## src/rtl/ii_port_arbiter.sv

```systemverilog
// Port-A owner for the integral-image BRAM: sequences capture writes, cascade reads
// and the drain of in-flight reads once per frame, counting rejected capture writes.
module ii_port_arbiter #(
  parameter int unsigned ADDR_W     = 15,
  parameter int unsigned DATA_W     = 20,
  parameter int unsigned RD_LATENCY = 2,
  parameter int unsigned DROP_W     = 8
) (
  input  logic              clk,
  input  logic              rst,
  input  logic              frame_start,
  input  logic              cap_we,
  input  logic [ADDR_W-1:0] cap_addr,
  input  logic [DATA_W-1:0] cap_data,
  input  logic              cap_done,
  input  logic              go,
  input  logic              cls_rd_req,
  input  logic [ADDR_W-1:0] cls_rd_addr,
  output logic              cls_rd_gnt,
  output logic              cls_rd_valid,
  output logic [DATA_W-1:0] cls_rd_data,
  output logic              detect_en,
  input  logic              detect_done,
  output logic              bram_we,
  output logic [ADDR_W-1:0] bram_addr,
  output logic [DATA_W-1:0] bram_din,
  input  logic [DATA_W-1:0] bram_dout,
  output logic [2:0]        state_out,
  output logic [DROP_W-1:0] drop_cnt
);

  typedef enum logic [2:0] {
    ST_ARM     = 3'd0,
    ST_CAPTURE = 3'd1,
    ST_HOLD    = 3'd2,
    ST_DETECT  = 3'd3,
    ST_DRAIN   = 3'd4
  } state_e;

  state_e              state_q, state_d;
  logic                bram_we_q, bram_we_d;
  logic [ADDR_W-1:0]   bram_addr_q, bram_addr_d;
  logic [DATA_W-1:0]   bram_din_q, bram_din_d;
  logic                detect_en_q, detect_en_d;
  logic [DROP_W-1:0]   drop_cnt_q, drop_cnt_d;
  // Bit k set means a read granted k+1 edges ago; the top bit is the read whose data is on bram_dout now.
  logic [RD_LATENCY:0] rd_vld_q, rd_vld_d;

  logic wr_fire;
  logic drop_hit;
  logic rd_gnt;
  logic rd_pending;

  assign wr_fire    = cap_we & (state_q == ST_CAPTURE);
  assign drop_hit   = cap_we & ((state_q == ST_HOLD) | (state_q == ST_DETECT) | (state_q == ST_DRAIN));
  assign rd_gnt     = cls_rd_req & (state_q == ST_DETECT) & ~detect_done;
  // Only reads still to arrive hold DRAIN; the one delivering data this cycle completes on its own.
  assign rd_pending = |rd_vld_q[RD_LATENCY-1:0];

  // NOTE: every variable gets its default before the case so no path can infer a latch.
  always_comb begin
    state_d = state_q;
    case (state_q)
      ST_ARM:     if (frame_start) state_d = ST_CAPTURE;
      ST_CAPTURE: if (cap_done)    state_d = go ? ST_DETECT : ST_HOLD;
      ST_HOLD:    if (go)          state_d = ST_DETECT;
      ST_DETECT:  if (detect_done) state_d = ST_DRAIN;
      ST_DRAIN:   if (!rd_pending) state_d = ST_ARM;
      default:                     state_d = ST_ARM;
    endcase
  end

  always_comb begin
    bram_we_d   = wr_fire;
    bram_addr_d = bram_addr_q;
    bram_din_d  = bram_din_q;
    if (wr_fire) begin
      bram_addr_d = cap_addr;
      bram_din_d  = cap_data;
    end else if (rd_gnt) begin
      bram_addr_d = cls_rd_addr;
    end

    detect_en_d = (state_d == ST_DETECT);
    rd_vld_d    = {rd_vld_q[RD_LATENCY-1:0], rd_gnt};

    drop_cnt_d = drop_cnt_q;
    if (drop_hit && (drop_cnt_q != {DROP_W{1'b1}})) begin
      drop_cnt_d = drop_cnt_q + DROP_W'(1);
    end
  end

  // NOTE: state registers use non-blocking assignments so all flops update from pre-edge values.
  always_ff @(posedge clk or posedge rst) begin
    if (rst) begin
      state_q     <= ST_ARM;
      bram_we_q   <= 1'b0;
      bram_addr_q <= '0;
      bram_din_q  <= '0;
      detect_en_q <= 1'b0;
      drop_cnt_q  <= '0;
      rd_vld_q    <= '0;
    end else begin
      state_q     <= state_d;
      bram_we_q   <= bram_we_d;
      bram_addr_q <= bram_addr_d;
      bram_din_q  <= bram_din_d;
      detect_en_q <= detect_en_d;
      drop_cnt_q  <= drop_cnt_d;
      rd_vld_q    <= rd_vld_d;
    end
  end

  assign cls_rd_gnt   = rd_gnt;
  assign cls_rd_valid = rd_vld_q[RD_LATENCY];
  assign cls_rd_data  = bram_dout;
  assign detect_en    = detect_en_q;
  assign bram_we      = bram_we_q;
  assign bram_addr    = bram_addr_q;
  assign bram_din     = bram_din_q;
  assign state_out    = state_q;
  assign drop_cnt     = drop_cnt_q;

  a_one_driver: assert property (@(posedge clk) disable iff (rst) !(wr_fire && rd_gnt));

endmodule

```

## config.mk

```make
export PLATFORM = sky130hd
export DESIGN_NAME = ii_port_arbiter
export DESIGN_NICKNAME = d
export VERILOG_FILES = /design/src/rtl/ii_port_arbiter.sv
export SDC_FILE = /design/constraint.sdc
export NUM_CORES = 1
export LEC_CHECK = 0
export BUFFER_PORTS_ARGS = -buffer_cell sky130_fd_sc_hd__clkbuf_2
export CAP_MARGIN = 20
export CORE_UTILIZATION = 25
export CTS_CLUSTER_DIAMETER = 80
export CTS_CLUSTER_SIZE = 24
export DETAILED_ROUTE_END_ITERATION = 10
export PLACE_DENSITY = 0.56
export SYNTH_ARGS = -nofsm -noshare
export SYNTH_HDL_FRONTEND = slang
export SYNTH_SLANG_ARGS = --single-unit
```

## constraint.sdc

```tcl
create_clock -name clk -period 1.73 [get_ports clk]
set_input_delay 0.173 -clock clk [delete_from_list [all_inputs] [get_ports clk]]
set_output_delay 0.173 -clock clk [all_outputs]
set_load 0.02 [all_outputs]
```

==> out/qor.txt <==
Drt drc - 0
Row Count - 34
CTS clk-pin slew, worst paths - 90 ps
Nature of the critical path endpoint - primary output
Clock skew - 7.82 ps
Fin crit share - 95.0%
Critical Path Start Type - flop
Largest net degree at the start of global routing - 32
Hold crit path type - primary input to flop
Layout cell share with drive strength beyond 1 - 50.7%
Core Area - 8890 um^2
Peak fanout along the critical path - 4
CTS Buf Count - 5
First-pass GRT wire length - 8080 um
Final Power - 5.47 mW
Yosys top cell by area - dfrtp_1
Max stage delay on crit path - 410 ps
R2R cell count - 4
Total gr overflow - 0
Max-cap viol count - 0
Worst setup path startpoint - state_out[2]
Mapped Nets - 278
Initial antenna violation count - 0
Top-area cell type share of the netlist area - 54.6%
Clock power share - 14.5%
WL final - 4850 um
Critical Path AT - 1470 ps
R2R Path Start - state_out[0]
Net Switching - 2.24 mW
# fillers - 921
Worst-Skew Late Latency - 300 ps
Area contributors post-synth - dfrtp_1 (55%), mux2_2 (9.1%), mux2i_1 (7.3%)
Seq pwr share - 37.9%
Rel. slew slack - 80.5%
Final #Nets - 375
Synthesized netlist cell count - 199
Clock root cell - clkbuf_8
Area of the mapped netlist - 2340 um^2
FF-to-FF setup slack - 90 ps
Area delta synth->final - 29.9%
Vias - 1768
Die width - 98.7 um
Worst path cell trace - nand2b_2 > nor3b_2 > and2_4 > buf_4
Kind of critical path - flop to primary output
Vias in the first global route - 1722
CTS H-tree lvls - 2
Worst-Margin Slew - 292 ps
Outcome - completed
Total track usage - 10.4%
Final cell count without fillers - 404
Internal power - 3.24 mW
#FFs+latches synth - 51
Drt first pass iters - 6
Count of input and output buffers - 107
Final antenna diode count - 0
Crit path to - cls_rd_gnt
Die ar. - 9740 um^2
Placed cell count - 394
Max clock buf depth - 2
Yosys Warn Count - 0
Per-cell routed wire length - 12.0 um
DRT iter0 DRCs - 58
Hold Slack - 81.3 ps
Top Ports - 148
Sink Count - 51
Min setup slack post-route - 86.0 ps
Number of max-slew violations in the final report - 0
Peak VDD IR - 0.564 mV
Final Hold Vio Count - 0
Comb power frac - 47.5%
Syn avg cell area - 11.8 um^2
RSZ-0062 raised after global routing - no
Period minus WS final - 1640 ps
Critical path data required time - 1560 ps
Most common cell after layout, fill and taps aside - clkbuf_2
Critical-path top delay cell - dfrtp_1
Number of distinct library cells after synthesis - 33
Antenna-violating nets left - 0
DP HPWL - 3650 um
Worst R2R End - drop_cnt[7]
Setup tns final - 0 ps
Die Span Y - 98.7 um
Sequential share of the synthesized area - 54.6%
Pwr per Cell Area - 1800 nW/um^2
# setup viols final - 0
Initial Util - 26.3%
Commonest cells after routing, fill and taps aside - clkbuf_2 (106), dfrtp_1 (51), nor2_1 (20), mux2_2 (19), a21oi_1 (18)
Highest clock rate - 0.608 GHz
CTS tree - built
Pre-CTS setup slack - 113 ps
Pleak - 1.48 nW
Routed vias/inst - 4.38
Gpl congestion - 0.761
Sw Share - 40.9%
[metrics by stage]
step                      area [um^2]  util (%)
after floorplan                  2340         -
after CTS                        3030      34.0
final                            3040      34.2
after global placement           2900      32.6
after detailed placement         2900      32.6
after global routing             3040      34.2
[registers in the layout, summed over array words and instances (netlist names)]
signal,count
detect_en,1
rd_vld_q,3
state_out,3
drop_cnt,8
bram_we,1
bram_din,20
bram_addr,15
[kinds of logic after synthesis]
group | share of synthesized area (%)
AO/OA/AOI/OAI | 5.62
multiplexers | 17.9
XOR/XNOR | 1.12
adder cells (fa/ha/maj) | 0.535
buffers and inverters | 8.72
flip-flops | 54.6
AND/OR/NAND/NOR | 11.6
[worst min path at each step]
stage                            start           end  slack, ps  cells past startpoint
after floorplan           cap_data[10]  bram_din[10]        310                      1
after global placement             rst  bram_din[10]        100                      2
after detailed placement           rst  bram_din[10]        100                      2
after CTS                 cap_data[10]  bram_din[10]         70                      2
after global routing      cap_data[10]  bram_din[10]         80                      2
final                     cap_data[10]  bram_din[10]         80                      2
[layout make-up]
cell class / instances / area, um^2 / share of cell area, %
well taps: 108 / 135 / 4.45
repair buffers: 117 / 641 / 21.1
clock inverters: 1 / 30.0 / 0.988
inverters: 3 / 11.3 / 0.371
clock buffers: 6 / 72.6 / 2.39
flip-flops and latches: 51 / 1280 / 42.0
multi-input cells: 118 / 872 / 28.7
[cell usage after synthesis]
cell	count
a211o_1	1
nor3_1	2
buf_4	22
and4_1	2
nand3_1	5
mux2i_1	17
ha_1	1
or3b_4	1
a21oi_2	1
and2_1	1
nor2b_1	2
nand2b_1	4
nand4_1	2
o22ai_1	1
xnor2_1	2
buf_6	1
a21o_1	1
mux2_1	3
and3_1	2
clkbuf_1	3
inv_1	3
mux2_2	19
o21ai_0	1
nand3b_1	1
xor2_1	1
buf_2	1
nor2_4	1
nand2_1	5
nor3b_1	2
a21oi_1	19
nor3_2	1
dfrtp_1	51
nor2_1	20
[power groups by stage]
stage | clock [mW] | combinational (mW) | sequential, mW
2_1_floorplan | 0 | 1.13 | 2.75
3_3_place_gp | 0 | 2.58 | 2.09
3_5_place_dp | 0 | 2.61 | 2.11
4_1_cts | 0.846 | 2.64 | 2.08
5_1_grt | 0.890 | 2.84 | 2.17
6_report | 0.796 | 2.60 | 2.08
[per-layer routing]
layer / vias up / GRT usage (%) / wire length (um)
met2: 68 / 16.8 / 2220
met4: 0 / 4.36 / 63
met1: 830 / 13.2 / 2250
li1: 861 / - / -
met5: - / 0 / 0
met3: 9 / 2.77 / 314
[critical path, delay by kind of cell (launching register included)]
family	cells	cell delay [ps]
simple gates	3	630
flops	1	410
buf+inv	1	130
[repair_timing]
action / CTS / global route
pin swaps: 0 / 1
hold buffers: 1 / 0
gates resized for setup: 2 / 3
endpoints found under the hold margin: 8 / 0
setup buffers: 1 / 1
setup endpoints to repair: 1 / 1
(Power assumes the default switching activity.)
